`src/rtl/decode_stage_if.sv`:
```
// Signal bundle around the LC-3b decode stage: fetch handshake, register file
// read port, forwarding/write-back buses, and the ID/EX pipeline entry.
interface decode_stage_if;
    logic        in_valid;
    logic [15:0] in_instr;
    logic [15:0] in_pc;
    logic        in_ready;

    logic [2:0]  sr1;
    logic [2:0]  sr2;
    logic [15:0] sr1_data;
    logic [15:0] sr2_data;

    logic        ex_fwd_we;
    logic [2:0]  ex_fwd_dr;
    logic [15:0] ex_fwd_data;
    logic        mem_fwd_we;
    logic [2:0]  mem_fwd_dr;
    logic [15:0] mem_fwd_data;
    logic        wb_we;
    logic [2:0]  wb_dr;
    logic [15:0] wb_data;

    logic        flush;
    logic        ex_ready;

    logic        id_valid;
    logic [15:0] id_instr;
    logic [15:0] id_pc;
    logic [15:0] id_op1;
    logic [15:0] id_op2;
    logic [15:0] id_imm;
    logic [2:0]  id_dr;
    logic        id_we;
    logic        id_is_load;

    // The decode stage itself.
    modport slave (
        input  in_valid, in_instr, in_pc,
        input  sr1_data, sr2_data,
        input  ex_fwd_we, ex_fwd_dr, ex_fwd_data,
        input  mem_fwd_we, mem_fwd_dr, mem_fwd_data,
        input  wb_we, wb_dr, wb_data,
        input  flush, ex_ready,
        output in_ready, sr1, sr2,
        output id_valid, id_instr, id_pc, id_op1, id_op2, id_imm,
        output id_dr, id_we, id_is_load
    );

    // The surrounding pipeline: fetch, register file, EX/MEM/WB.
    modport master (
        output in_valid, in_instr, in_pc,
        output sr1_data, sr2_data,
        output ex_fwd_we, ex_fwd_dr, ex_fwd_data,
        output mem_fwd_we, mem_fwd_dr, mem_fwd_data,
        output wb_we, wb_dr, wb_data,
        output flush, ex_ready,
        input  in_ready, sr1, sr2,
        input  id_valid, id_instr, id_pc, id_op1, id_op2, id_imm,
        input  id_dr, id_we, id_is_load
    );
endinterface

```
`src/rtl/decode_stage.sv`:
```
// LC-3b instruction decode stage: field decode, operand forwarding from
// EX/MEM/WB, load-use stall, and the ID/EX register with flush and back-pressure.
module decode_stage (
    input logic           clk,
    input logic           rst_n,
    decode_stage_if.slave bus
);

    typedef enum logic [3:0] {
        OP_BR   = 4'h0,
        OP_ADD  = 4'h1,
        OP_LDB  = 4'h2,
        OP_STB  = 4'h3,
        OP_JSR  = 4'h4,
        OP_AND  = 4'h5,
        OP_LDW  = 4'h6,
        OP_STW  = 4'h7,
        OP_RTI  = 4'h8,
        OP_XOR  = 4'h9,
        OP_RSVA = 4'hA,
        OP_RSVB = 4'hB,
        OP_JMP  = 4'hC,
        OP_SHF  = 4'hD,
        OP_LEA  = 4'hE,
        OP_TRAP = 4'hF
    } opcode_e;

    opcode_e     opcode;
    logic [15:0] instr;

    logic        use_sr1;
    logic        use_sr2;
    logic        is_store;
    logic        dec_we;
    logic [2:0]  dec_dr;
    logic        dec_is_load;
    logic [15:0] dec_imm;

    logic [2:0]  sr1_addr;
    logic [2:0]  sr2_addr;
    logic [15:0] sr1_val;
    logic [15:0] sr2_val;
    logic [15:0] op1;
    logic [15:0] op2;

    logic        hazard;
    logic        hold;
    logic        accept;

    logic        id_valid_q;
    logic [15:0] id_instr_q;
    logic [15:0] id_pc_q;
    logic [15:0] id_op1_q;
    logic [15:0] id_op2_q;
    logic [15:0] id_imm_q;
    logic [2:0]  id_dr_q;
    logic        id_we_q;
    logic        id_is_load_q;

    assign instr  = bus.in_instr;
    assign opcode = opcode_e'(instr[15:12]);

    // Per-opcode source usage, destination and immediate format.
    always_comb begin
        use_sr1     = 1'b0;
        use_sr2     = 1'b0;
        is_store    = 1'b0;
        dec_we      = 1'b0;
        dec_dr      = instr[11:9];
        dec_is_load = 1'b0;
        dec_imm     = 16'h0000;
        case (opcode)
            OP_ADD, OP_AND, OP_XOR: begin
                use_sr1 = 1'b1;
                use_sr2 = !instr[5];
                dec_we  = 1'b1;
                dec_imm = {{11{instr[4]}}, instr[4:0]};
            end
            OP_SHF: begin
                use_sr1 = 1'b1;
                dec_we  = 1'b1;
                dec_imm = {10'b0, instr[5:0]};
            end
            OP_LDB, OP_LDW: begin
                use_sr1     = 1'b1;
                dec_we      = 1'b1;
                dec_is_load = 1'b1;
                dec_imm     = {{10{instr[5]}}, instr[5:0]};
            end
            OP_STB, OP_STW: begin
                use_sr1  = 1'b1;
                use_sr2  = 1'b1;
                is_store = 1'b1;
                dec_imm  = {{10{instr[5]}}, instr[5:0]};
            end
            OP_JMP: begin
                use_sr1 = 1'b1;
            end
            OP_JSR: begin
                dec_we = 1'b1;
                dec_dr = 3'd7;
                if (instr[11]) begin
                    dec_imm = {{5{instr[10]}}, instr[10:0]};
                end else begin
                    use_sr1 = 1'b1;
                end
            end
            OP_BR: begin
                dec_imm = {{7{instr[8]}}, instr[8:0]};
            end
            OP_LEA: begin
                dec_we  = 1'b1;
                dec_imm = {{7{instr[8]}}, instr[8:0]};
            end
            OP_TRAP: begin
                dec_imm = {8'b0, instr[7:0]};
            end
            default: begin
            end
        endcase
    end

    // Stores read the value to be written through the DR field.
    assign sr1_addr = instr[8:6];
    assign sr2_addr = is_store ? instr[11:9] : instr[2:0];

    // The register file writes on the edge, so a WB match must bypass the read.
    always_comb begin
        sr1_val = bus.sr1_data;
        if (id_valid_q && bus.ex_fwd_we && bus.ex_fwd_dr == sr1_addr) begin
            sr1_val = bus.ex_fwd_data;
        end else if (bus.mem_fwd_we && bus.mem_fwd_dr == sr1_addr) begin
            sr1_val = bus.mem_fwd_data;
        end else if (bus.wb_we && bus.wb_dr == sr1_addr) begin
            sr1_val = bus.wb_data;
        end
    end

    always_comb begin
        sr2_val = bus.sr2_data;
        if (id_valid_q && bus.ex_fwd_we && bus.ex_fwd_dr == sr2_addr) begin
            sr2_val = bus.ex_fwd_data;
        end else if (bus.mem_fwd_we && bus.mem_fwd_dr == sr2_addr) begin
            sr2_val = bus.mem_fwd_data;
        end else if (bus.wb_we && bus.wb_dr == sr2_addr) begin
            sr2_val = bus.wb_data;
        end
    end

    assign op1 = use_sr1 ? sr1_val : 16'h0000;
    assign op2 = use_sr2 ? sr2_val : 16'h0000;

    // A load in EX has no data yet; one bubble lets it reach MEM for forwarding.
    assign hazard = bus.in_valid && id_valid_q && id_is_load_q && id_we_q &&
                    ((use_sr1 && id_dr_q == sr1_addr) ||
                     (use_sr2 && id_dr_q == sr2_addr));

    assign hold     = id_valid_q && !bus.ex_ready;
    assign accept   = bus.in_valid && !hazard;
    assign bus.in_ready = !bus.flush && !hazard && (bus.ex_ready || !id_valid_q);

    // ID/EX register: flush beats hold, hold beats bubble/capture.
    always_ff @(posedge clk or negedge rst_n) begin
        if (!rst_n) begin
            id_valid_q   <= 1'b0;
            id_instr_q   <= 16'h0000;
            id_pc_q      <= 16'h0000;
            id_op1_q     <= 16'h0000;
            id_op2_q     <= 16'h0000;
            id_imm_q     <= 16'h0000;
            id_dr_q      <= 3'd0;
            id_we_q      <= 1'b0;
            id_is_load_q <= 1'b0;
        end else if (bus.flush) begin
            id_valid_q <= 1'b0;
        end else if (!hold) begin
            id_valid_q <= accept;
            if (accept) begin
                id_instr_q   <= instr;
                id_pc_q      <= bus.in_pc;
                id_op1_q     <= op1;
                id_op2_q     <= op2;
                id_imm_q     <= dec_imm;
                id_dr_q      <= dec_dr;
                id_we_q      <= dec_we;
                id_is_load_q <= dec_is_load;
            end
        end
    end

    assign bus.sr1        = sr1_addr;
    assign bus.sr2        = sr2_addr;
    assign bus.id_valid   = id_valid_q;
    assign bus.id_instr   = id_instr_q;
    assign bus.id_pc      = id_pc_q;
    assign bus.id_op1     = id_op1_q;
    assign bus.id_op2     = id_op2_q;
    assign bus.id_imm     = id_imm_q;
    assign bus.id_dr      = id_dr_q;
    assign bus.id_we      = id_we_q;
    assign bus.id_is_load = id_is_load_q;

endmodule
```
`src/flat_wrapper.sv`:
```
// flat-port wrapper written by rule: the top's interface ports become plain ports
module decode_stage_flat 
  (clk, rst_n, bus_in_valid, bus_in_instr, bus_in_pc, bus_sr1_data, bus_sr2_data, bus_ex_fwd_we, bus_ex_fwd_dr, bus_ex_fwd_data, bus_mem_fwd_we, bus_mem_fwd_dr, bus_mem_fwd_data, bus_wb_we, bus_wb_dr, bus_wb_data, bus_flush, bus_ex_ready, bus_in_ready, bus_sr1, bus_sr2, bus_id_valid, bus_id_instr, bus_id_pc, bus_id_op1, bus_id_op2, bus_id_imm, bus_id_dr, bus_id_we, bus_id_is_load);
  decode_stage_if bus_i ();
  input logic clk;
  input logic rst_n;
  input wire logic [$bits(bus_i.in_valid)-1:0] bus_in_valid;
  input wire logic [$bits(bus_i.in_instr)-1:0] bus_in_instr;
  input wire logic [$bits(bus_i.in_pc)-1:0] bus_in_pc;
  input wire logic [$bits(bus_i.sr1_data)-1:0] bus_sr1_data;
  input wire logic [$bits(bus_i.sr2_data)-1:0] bus_sr2_data;
  input wire logic [$bits(bus_i.ex_fwd_we)-1:0] bus_ex_fwd_we;
  input wire logic [$bits(bus_i.ex_fwd_dr)-1:0] bus_ex_fwd_dr;
  input wire logic [$bits(bus_i.ex_fwd_data)-1:0] bus_ex_fwd_data;
  input wire logic [$bits(bus_i.mem_fwd_we)-1:0] bus_mem_fwd_we;
  input wire logic [$bits(bus_i.mem_fwd_dr)-1:0] bus_mem_fwd_dr;
  input wire logic [$bits(bus_i.mem_fwd_data)-1:0] bus_mem_fwd_data;
  input wire logic [$bits(bus_i.wb_we)-1:0] bus_wb_we;
  input wire logic [$bits(bus_i.wb_dr)-1:0] bus_wb_dr;
  input wire logic [$bits(bus_i.wb_data)-1:0] bus_wb_data;
  input wire logic [$bits(bus_i.flush)-1:0] bus_flush;
  input wire logic [$bits(bus_i.ex_ready)-1:0] bus_ex_ready;
  output wire logic [$bits(bus_i.in_ready)-1:0] bus_in_ready;
  output wire logic [$bits(bus_i.sr1)-1:0] bus_sr1;
  output wire logic [$bits(bus_i.sr2)-1:0] bus_sr2;
  output wire logic [$bits(bus_i.id_valid)-1:0] bus_id_valid;
  output wire logic [$bits(bus_i.id_instr)-1:0] bus_id_instr;
  output wire logic [$bits(bus_i.id_pc)-1:0] bus_id_pc;
  output wire logic [$bits(bus_i.id_op1)-1:0] bus_id_op1;
  output wire logic [$bits(bus_i.id_op2)-1:0] bus_id_op2;
  output wire logic [$bits(bus_i.id_imm)-1:0] bus_id_imm;
  output wire logic [$bits(bus_i.id_dr)-1:0] bus_id_dr;
  output wire logic [$bits(bus_i.id_we)-1:0] bus_id_we;
  output wire logic [$bits(bus_i.id_is_load)-1:0] bus_id_is_load;
  assign bus_i.in_valid = bus_in_valid;
  assign bus_i.in_instr = bus_in_instr;
  assign bus_i.in_pc = bus_in_pc;
  assign bus_i.sr1_data = bus_sr1_data;
  assign bus_i.sr2_data = bus_sr2_data;
  assign bus_i.ex_fwd_we = bus_ex_fwd_we;
  assign bus_i.ex_fwd_dr = bus_ex_fwd_dr;
  assign bus_i.ex_fwd_data = bus_ex_fwd_data;
  assign bus_i.mem_fwd_we = bus_mem_fwd_we;
  assign bus_i.mem_fwd_dr = bus_mem_fwd_dr;
  assign bus_i.mem_fwd_data = bus_mem_fwd_data;
  assign bus_i.wb_we = bus_wb_we;
  assign bus_i.wb_dr = bus_wb_dr;
  assign bus_i.wb_data = bus_wb_data;
  assign bus_i.flush = bus_flush;
  assign bus_i.ex_ready = bus_ex_ready;
  assign bus_in_ready = bus_i.in_ready;
  assign bus_sr1 = bus_i.sr1;
  assign bus_sr2 = bus_i.sr2;
  assign bus_id_valid = bus_i.id_valid;
  assign bus_id_instr = bus_i.id_instr;
  assign bus_id_pc = bus_i.id_pc;
  assign bus_id_op1 = bus_i.id_op1;
  assign bus_id_op2 = bus_i.id_op2;
  assign bus_id_imm = bus_i.id_imm;
  assign bus_id_dr = bus_i.id_dr;
  assign bus_id_we = bus_i.id_we;
  assign bus_id_is_load = bus_i.id_is_load;
  decode_stage u_core (.clk(clk), .rst_n(rst_n), .bus(bus_i));
endmodule
```
`config.mk`:
```
export PLATFORM = sky130hd
export DESIGN_NAME = decode_stage_flat
export DESIGN_NICKNAME = d
export VERILOG_FILES = /design/src/rtl/decode_stage_if.sv /design/src/rtl/decode_stage.sv /design/src/flat_wrapper.sv
export SDC_FILE = /design/constraint.sdc
export NUM_CORES = 1
export LEC_CHECK = 0
export ABC_AREA = 0
export CAP_MARGIN = 20
export CORE_ASPECT_RATIO = 1.1
export CORE_MARGIN = 2
export CORE_UTILIZATION = 36
export DETAILED_ROUTE_END_ITERATION = 8
export PLACE_DENSITY = 0.72
export SYNTH_ARGS = -nofsm -noshare
export SYNTH_HDL_FRONTEND = slang
export SYNTH_SLANG_ARGS = --single-unit
```
`constraint.sdc`:
```
create_clock -name clk -period 2 [get_ports clk]
set_input_delay 0.2 -clock clk [delete_from_list [all_inputs] [get_ports clk]]
set_output_delay 0.2 -clock clk [all_outputs]
set_load 0.005 [all_outputs]
```
[Word level (Yosys, flattened, before mapping)]
Cells that the tools add are included.
Cells by class
  equality and inequality tests: 21
  mux-type cells: 20
  bitwise gates (word level): 2
  reduce and logical (&&, ||, !) cells: 33
Operators by type and width (number)
  $mux 16: 9
  $pmux 16 s6: 1
  $eq 3x3->1: 8
  $eq 4x4->1 const B: 5
  $logic_and 1x1->1: 17
  $eq 4x3->1 const B: 4
  $reduce_or 9->1: 1
  $eq 4x2->1 const B: 2
  $reduce_or 8->1: 1
  $mux 1: 6
  $mux 3: 2
  $reduce_or 2->1: 3
  $logic_not 1->1: 5
  $eq 4x1->1 const B: 1
  $logic_not 4->1: 1
  $pmux 1 s2: 2
  $reduce_or 4->1: 1
  $reduce_and 3->1: 1
  $reduce_or 3->1: 1
  $logic_or 1x1->1: 2
  $ne 2x2->1 const B: 1
  $not 1->1: 2
Storage, ports and cells
  bits in registers: 86
  output and inout port bits: 93
  word-level logic and storage cells: 85

[Logic depth before layout (Yosys ltp)]
  depth in word-level cells: 12
  mapped depth: 9
  mapped depth without buffers: 6

[Worst setup path before layout]
No wires, ideal clock.
  path type: input port to flip-flop
  from: in bus_in_instr[12]
  to: reg u_core.id_is_load_q (netlist: u_core.bus.id_is_load)
  library setup time: 0.127 ns
  arrival time: 2.053 ns
  data required time: 1.873 ns
  slack: -0.180 ns
  cell stages on the path: 9
  path through: buf_4 -> nand3b_4 -> mux2i_4 -> xnor2_1 -> and4_1 -> clkbuf_1 -> nor3_4 -> buf_6 -> mux2_1
On the way
  cells in the longest elaborated chain, start to end: 11
RTL lines
  from (decl): line flat_wrapper.sv:8  | input wire logic [$bits(bus_i.in_instr)-1:0] bus_in_instr;
  $eq 4x2->1 or $eq 4x3->1 (tied branches): line decode_stage.sv:72  | case (opcode)
  $reduce_or 2->1
  $mux 1: line decode_stage.sv:72
  $mux 3: line decode_stage.sv:125  | assign sr2_addr = is_store ? instr[11:9] : instr[2:0];
  $eq 3x3->1: line decode_stage.sv:156  | (use_sr2 && id_dr_q == sr2_addr));
  $logic_and 1x1->1: line decode_stage.sv:156
  $logic_or 1x1->1: line decode_stage.sv:155  | ((use_sr1 && id_dr_q == sr1_addr) ||
  $logic_and 1x1->1: line decode_stage.sv:154  | assign hazard = bus.in_valid && id_valid_q && id_is_load_q && id_we_q &&
  $logic_not 1->1: line decode_stage.sv:159  | assign accept = bus.in_valid && !hazard;
  $logic_and 1x1->1: line decode_stage.sv:159
  $reduce_and 3->1 (no line)
  to (signal assigned): line decode_stage.sv:186  | id_is_load_q <= dec_is_load;
  to (decl): line decode_stage.sv:58  | logic id_is_load_q;
Parallel ways exist; a longest one is shown, timed or not.
A chain may end at the register's enable or synchronous reset.

[Final worst setup path]
  from: reg u_core.id_valid_q (netlist: u_core.bus.id_valid)
  to: reg u_core.id_pc_q[6] (netlist: u_core.bus.id_pc[6])
On the way
  cells in the longest elaborated chain, start to end: 7
RTL lines
  from (decl): line decode_stage.sv:50  | logic id_valid_q;
  from (signal assigned): line decode_stage.sv:177  | id_valid_q <= accept;
  $logic_and 1x1->1 (4 in a row): line decode_stage.sv:154
  $logic_not 1->1: line decode_stage.sv:159
  $logic_and 1x1->1: line decode_stage.sv:159
  $reduce_and 3->1 (no line) (*)
  to (signal assigned): line decode_stage.sv:180  | id_pc_q <= bus.in_pc;
  to (decl): line decode_stage.sv:52  | logic [15:0] id_pc_q;
Every way passes the cells marked *; elsewhere a longest branch is shown, timed or not.

==> results.tsv <==
stage	metric	value	unit
worst_setup_path	r2r_end	u_core.bus.id_pc[6]	
floorplan	die_x	115.5	um
worst_setup_path	worst-endpoint-required	2.23	ns
sta	worst_slack	0.01608	ns
sta	tns	0	ns
detailed_routing	vias_per_cell	5.401	
outcome	status	completed	
worst_setup_path	endpoint	u_core.bus.id_pc[6]	
flow_run	max_cap_viol_count	0	
worst_setup_path	setup.worst_path.start	u_core.bus.id_valid	
detailed_routing	final_antenna_net_count	0	
power	ir_drop	408.5	uV
floorplan	die_h	126.7	um
sta	setup_violations	0	
worst_setup_path	cp-start-kind	flip-flop	
power	cellPowerDensity	677.6	mW/mm^2
clocking	clockRootBuffer	clkbuf_16	
detailed_routing	dr.pass1.iters	5	
floorplan	ios	222	
worst_setup_path	arrival	2.21	ns
grt	grt.total_usage	0.2652	
layout	syn_to_final_growth	75.43	%
clocking	cts_buffer_depth	2	
worst_setup_path	end_kind	flip-flop	
synthesis	synth_nets	612	
sta	period_share	0.9920	
layout	fill_cells	1024	
placement	gp_congestion	0.9388	
grt	grt_start_max_net_pins	55	
detailed_routing	wl	19740	um
grt	grt_pass1_wl	30060	um
detailed_routing	dr_total_vias	5174	
layout	final_cell_mix	206 x clkdlybuf4s50_1, 85 x buf_4, 81 x dfrtp_1, 36 x o31ai_1, 30 x inv_1	
floorplan	die_area	0.01463	sq mm
placement	numPortBuffers	221	
clocking	cts_tree	done	
sta	hold_viol_final	0	
synthesis	syn_area	0.004925	sq mm
clocking	htree_levels	3	
worst_setup_path	r2r_setup_slack	0.02	ns
synthesis	syn_area_per_cell	10.20	sq um
grt	grt-ovfl-total	0	
synthesis	synth-seq-cells	81	
detailed_routing	wl_per_cell	20.60	um
floorplan	coreArea	0.01327	sq mm
sta	fin_skew	0.005275	ns
synthesis	yosysWarningCount	0	
floorplan	std_cell_rows	44	
sta	fin_crit	1.984	ns
sta	fmax	504.1	MHz
detailed_routing	drcViolationCount	0	
placement	pre_cts_slack	-0.6085	ns
sta	timing.hold.ws	0.2859	ns
layout	num_antenna_cells	0	
layout	final_common_cell	clkdlybuf4s50_1	
detailed_routing	drtIter0Drc	420	
floorplan	initial_core_util	0.3712	
worst_setup_path	critPathKind	flip-flop to flip-flop	
min_path	hold_class	input port to flip-flop	
grt	antenna_found_initial	0	
sta	worst_pin_slew	0.7333	ns
placement	place_hpwl	14760	um
clocking	cts.sinks	81	
layout	nets	898	
grt	grt_pass1_vias	5437	
sta	rsz0062_at_grt	yes	
worst_setup_path	crit_fanout	8	
synthesis	ys_seq_area_frac	0.4116	
clocking	cts.clk_slew.worst_paths	0.06	ns
sta	slew_violations	0	
sta	max_slew_margin	0.5111	
layout	drive_gt1_frac	0.2623	
clocking	cts_buffers	9	
clocking	clkLatencyLatePin	0.35	ns
synthesis	ys_types	43	
synthesis	postSynthCellCount	483	
worst_setup_path	regToRegStartpoint	u_core.bus.id_valid	
power	p_leak	0.003826	uW
worst_setup_path	reg2reg_depth	8	
min_path	min_from	bus_in_instr[5]	
==> metrics by stage <==
step	power, uW	area (sq um)	std cells	utilization
6_report	5854	8640	958	0.6512
5_1_grt	6105	8640	958	0.6512
4_1_cts	5851	8498	951	0.6405
3_5_place_dp	4095	7919	920	0.5969
3_3_place_gp	4057	7919	920	0.5969
2_1_floorplan	2817	5012	483	-
==> synthesized netlist by cell type <==
cell type	n	area [sq um]
mux2i_4	1	22.52
mux2_2	19	214.0
o21ai_0	12	60.06
clkbuf_1	32	120.1
dfrtp_1	81	2027
o221ai_1	16	140.1
a22o_1	17	148.9
nor3b_1	1	7.510
a31oi_1	6	37.54
buf_4	9	67.56
nor3_1	3	15.01
o41a_1	1	11.26
mux2i_1	24	240.2
nand4_1	6	37.54
nor2_1	22	82.58
a211oi_1	32	240.2
nor2b_1	4	25.02
xor2_1	10	87.58
nor3_4	1	16.27
a2bb2oi_1	1	8.760
buf_6	4	45.04
o31ai_1	37	277.8
and3_1	2	12.51
or2_2	2	12.51
mux2_1	31	349.1
a22oi_1	1	7.510
o22ai_1	1	6.260
buf_2	5	25.02
nand2b_1	3	18.77
nand3b_4	1	20.02
nand3_1	4	20.02
o41ai_2	1	16.27
a21o_1	2	15.01
o2bb2ai_1	1	8.760
o21a_1	1	7.510
nand2_1	13	48.80
nor4_1	3	18.77
a21oi_1	21	105.1
o211ai_1	2	15.01
a2111o_1	1	11.26
and4_1	1	8.760
xnor2_1	17	148.9
inv_1	31	116.4
==> worst min-delay path by stage <==
| stage | endpoint | cells after the start |
|---|---|---|
| 3_3_place_gp | u_core.bus.id_instr[5] | 1 |
| 5_1_grt | u_core.bus.id_instr[5] | 3 |
| 6_report | u_core.bus.id_instr[5] | 3 |
| 2_1_floorplan | u_core.bus.id_dr[0] | 0 |
| 4_1_cts | u_core.bus.id_instr[14] | 2 |
| 3_5_place_dp | u_core.bus.id_instr[5] | 1 |
==> per-layer routing <==
| metal | vias up | routed length, um | track usage |
|---|---|---|---|
| met2 | 298 | 9706 | 0.4561 |
| met1 | 2467 | 7935 | 0.3284 |
| met4 | 0 | 456 | 0.09639 |
| met3 | 37 | 1636 | 0.05017 |
| li1 | 2372 | - | - |
| met5 | - | 0 | 0 |
==> final cells by class <==
type | count | area, sq um | share of cell area
clock buffer | 11 | 252.7 | 0.02925
clock inverter | 5 | 38.79 | 0.004489
inverter | 31 | 116.4 | 0.01347
multi-input combinational | 321 | 2780 | 0.3218
sequential | 81 | 2027 | 0.2346
tap | 184 | 230.2 | 0.02665
timing repair buffer | 325 | 3194 | 0.3697
==> critical path, cell delays in order, from the launching register on <==
cell and delay, ns:
dfrtp_1 0.41, nand4_1 0.11, buf_4 0.17, o41ai_4 0.34
buf_4 0.18, nor3_4 0.05, buf_6 0.14, buf_12 0.14
mux2_1 0.31
==> sequential cells by signal, indices dropped and copies added (netlist names) <==
| signal | flops |
|---|---|
| u_core.bus.id_is_load | 1 |
| u_core.bus.id_valid | 1 |
| u_core.bus.id_instr | 16 |
| u_core.bus.id_op2 | 16 |
| u_core.bus.id_pc | 16 |
| u_core.bus.id_op1 | 16 |
| u_core.bus.id_imm | 11 |
| u_core.bus.id_we | 1 |
| u_core.bus.id_dr | 3 |
==> cell families after synthesis <==
group | Yosys count | synth area share
multiplexers | 75 | 0.1677
AO/OA/AOI/OAI | 153 | 0.2269
AND/OR/NAND/NOR | 66 | 0.06987
flip-flops | 81 | 0.4116
XOR/XNOR | 27 | 0.04802
buffers and inverters | 81 | 0.07596
==> power by group <==
| group | leakage, uW | switching [uW] | internal (uW) |
|---|---|---|---|
| Clock | 0.000130 | 720 | 913 |
| Combinational | 0.00269 | 781 | 1350 |
| Sequential | 0.00100 | 177 | 1910 |
==> what timing repair did <==
action / CTS / global route
endpoints found under the setup margin: 77 / 69
hold endpoints to repair: 51 / 0
gates resized for setup: 47 / 27
buffers inserted: 12 / 8
hold buffers: 1 / 0
gates cloned: 3 / 0
pin swaps: 8 / 9
No activity file was read; power rests on OpenSTA's default activity.
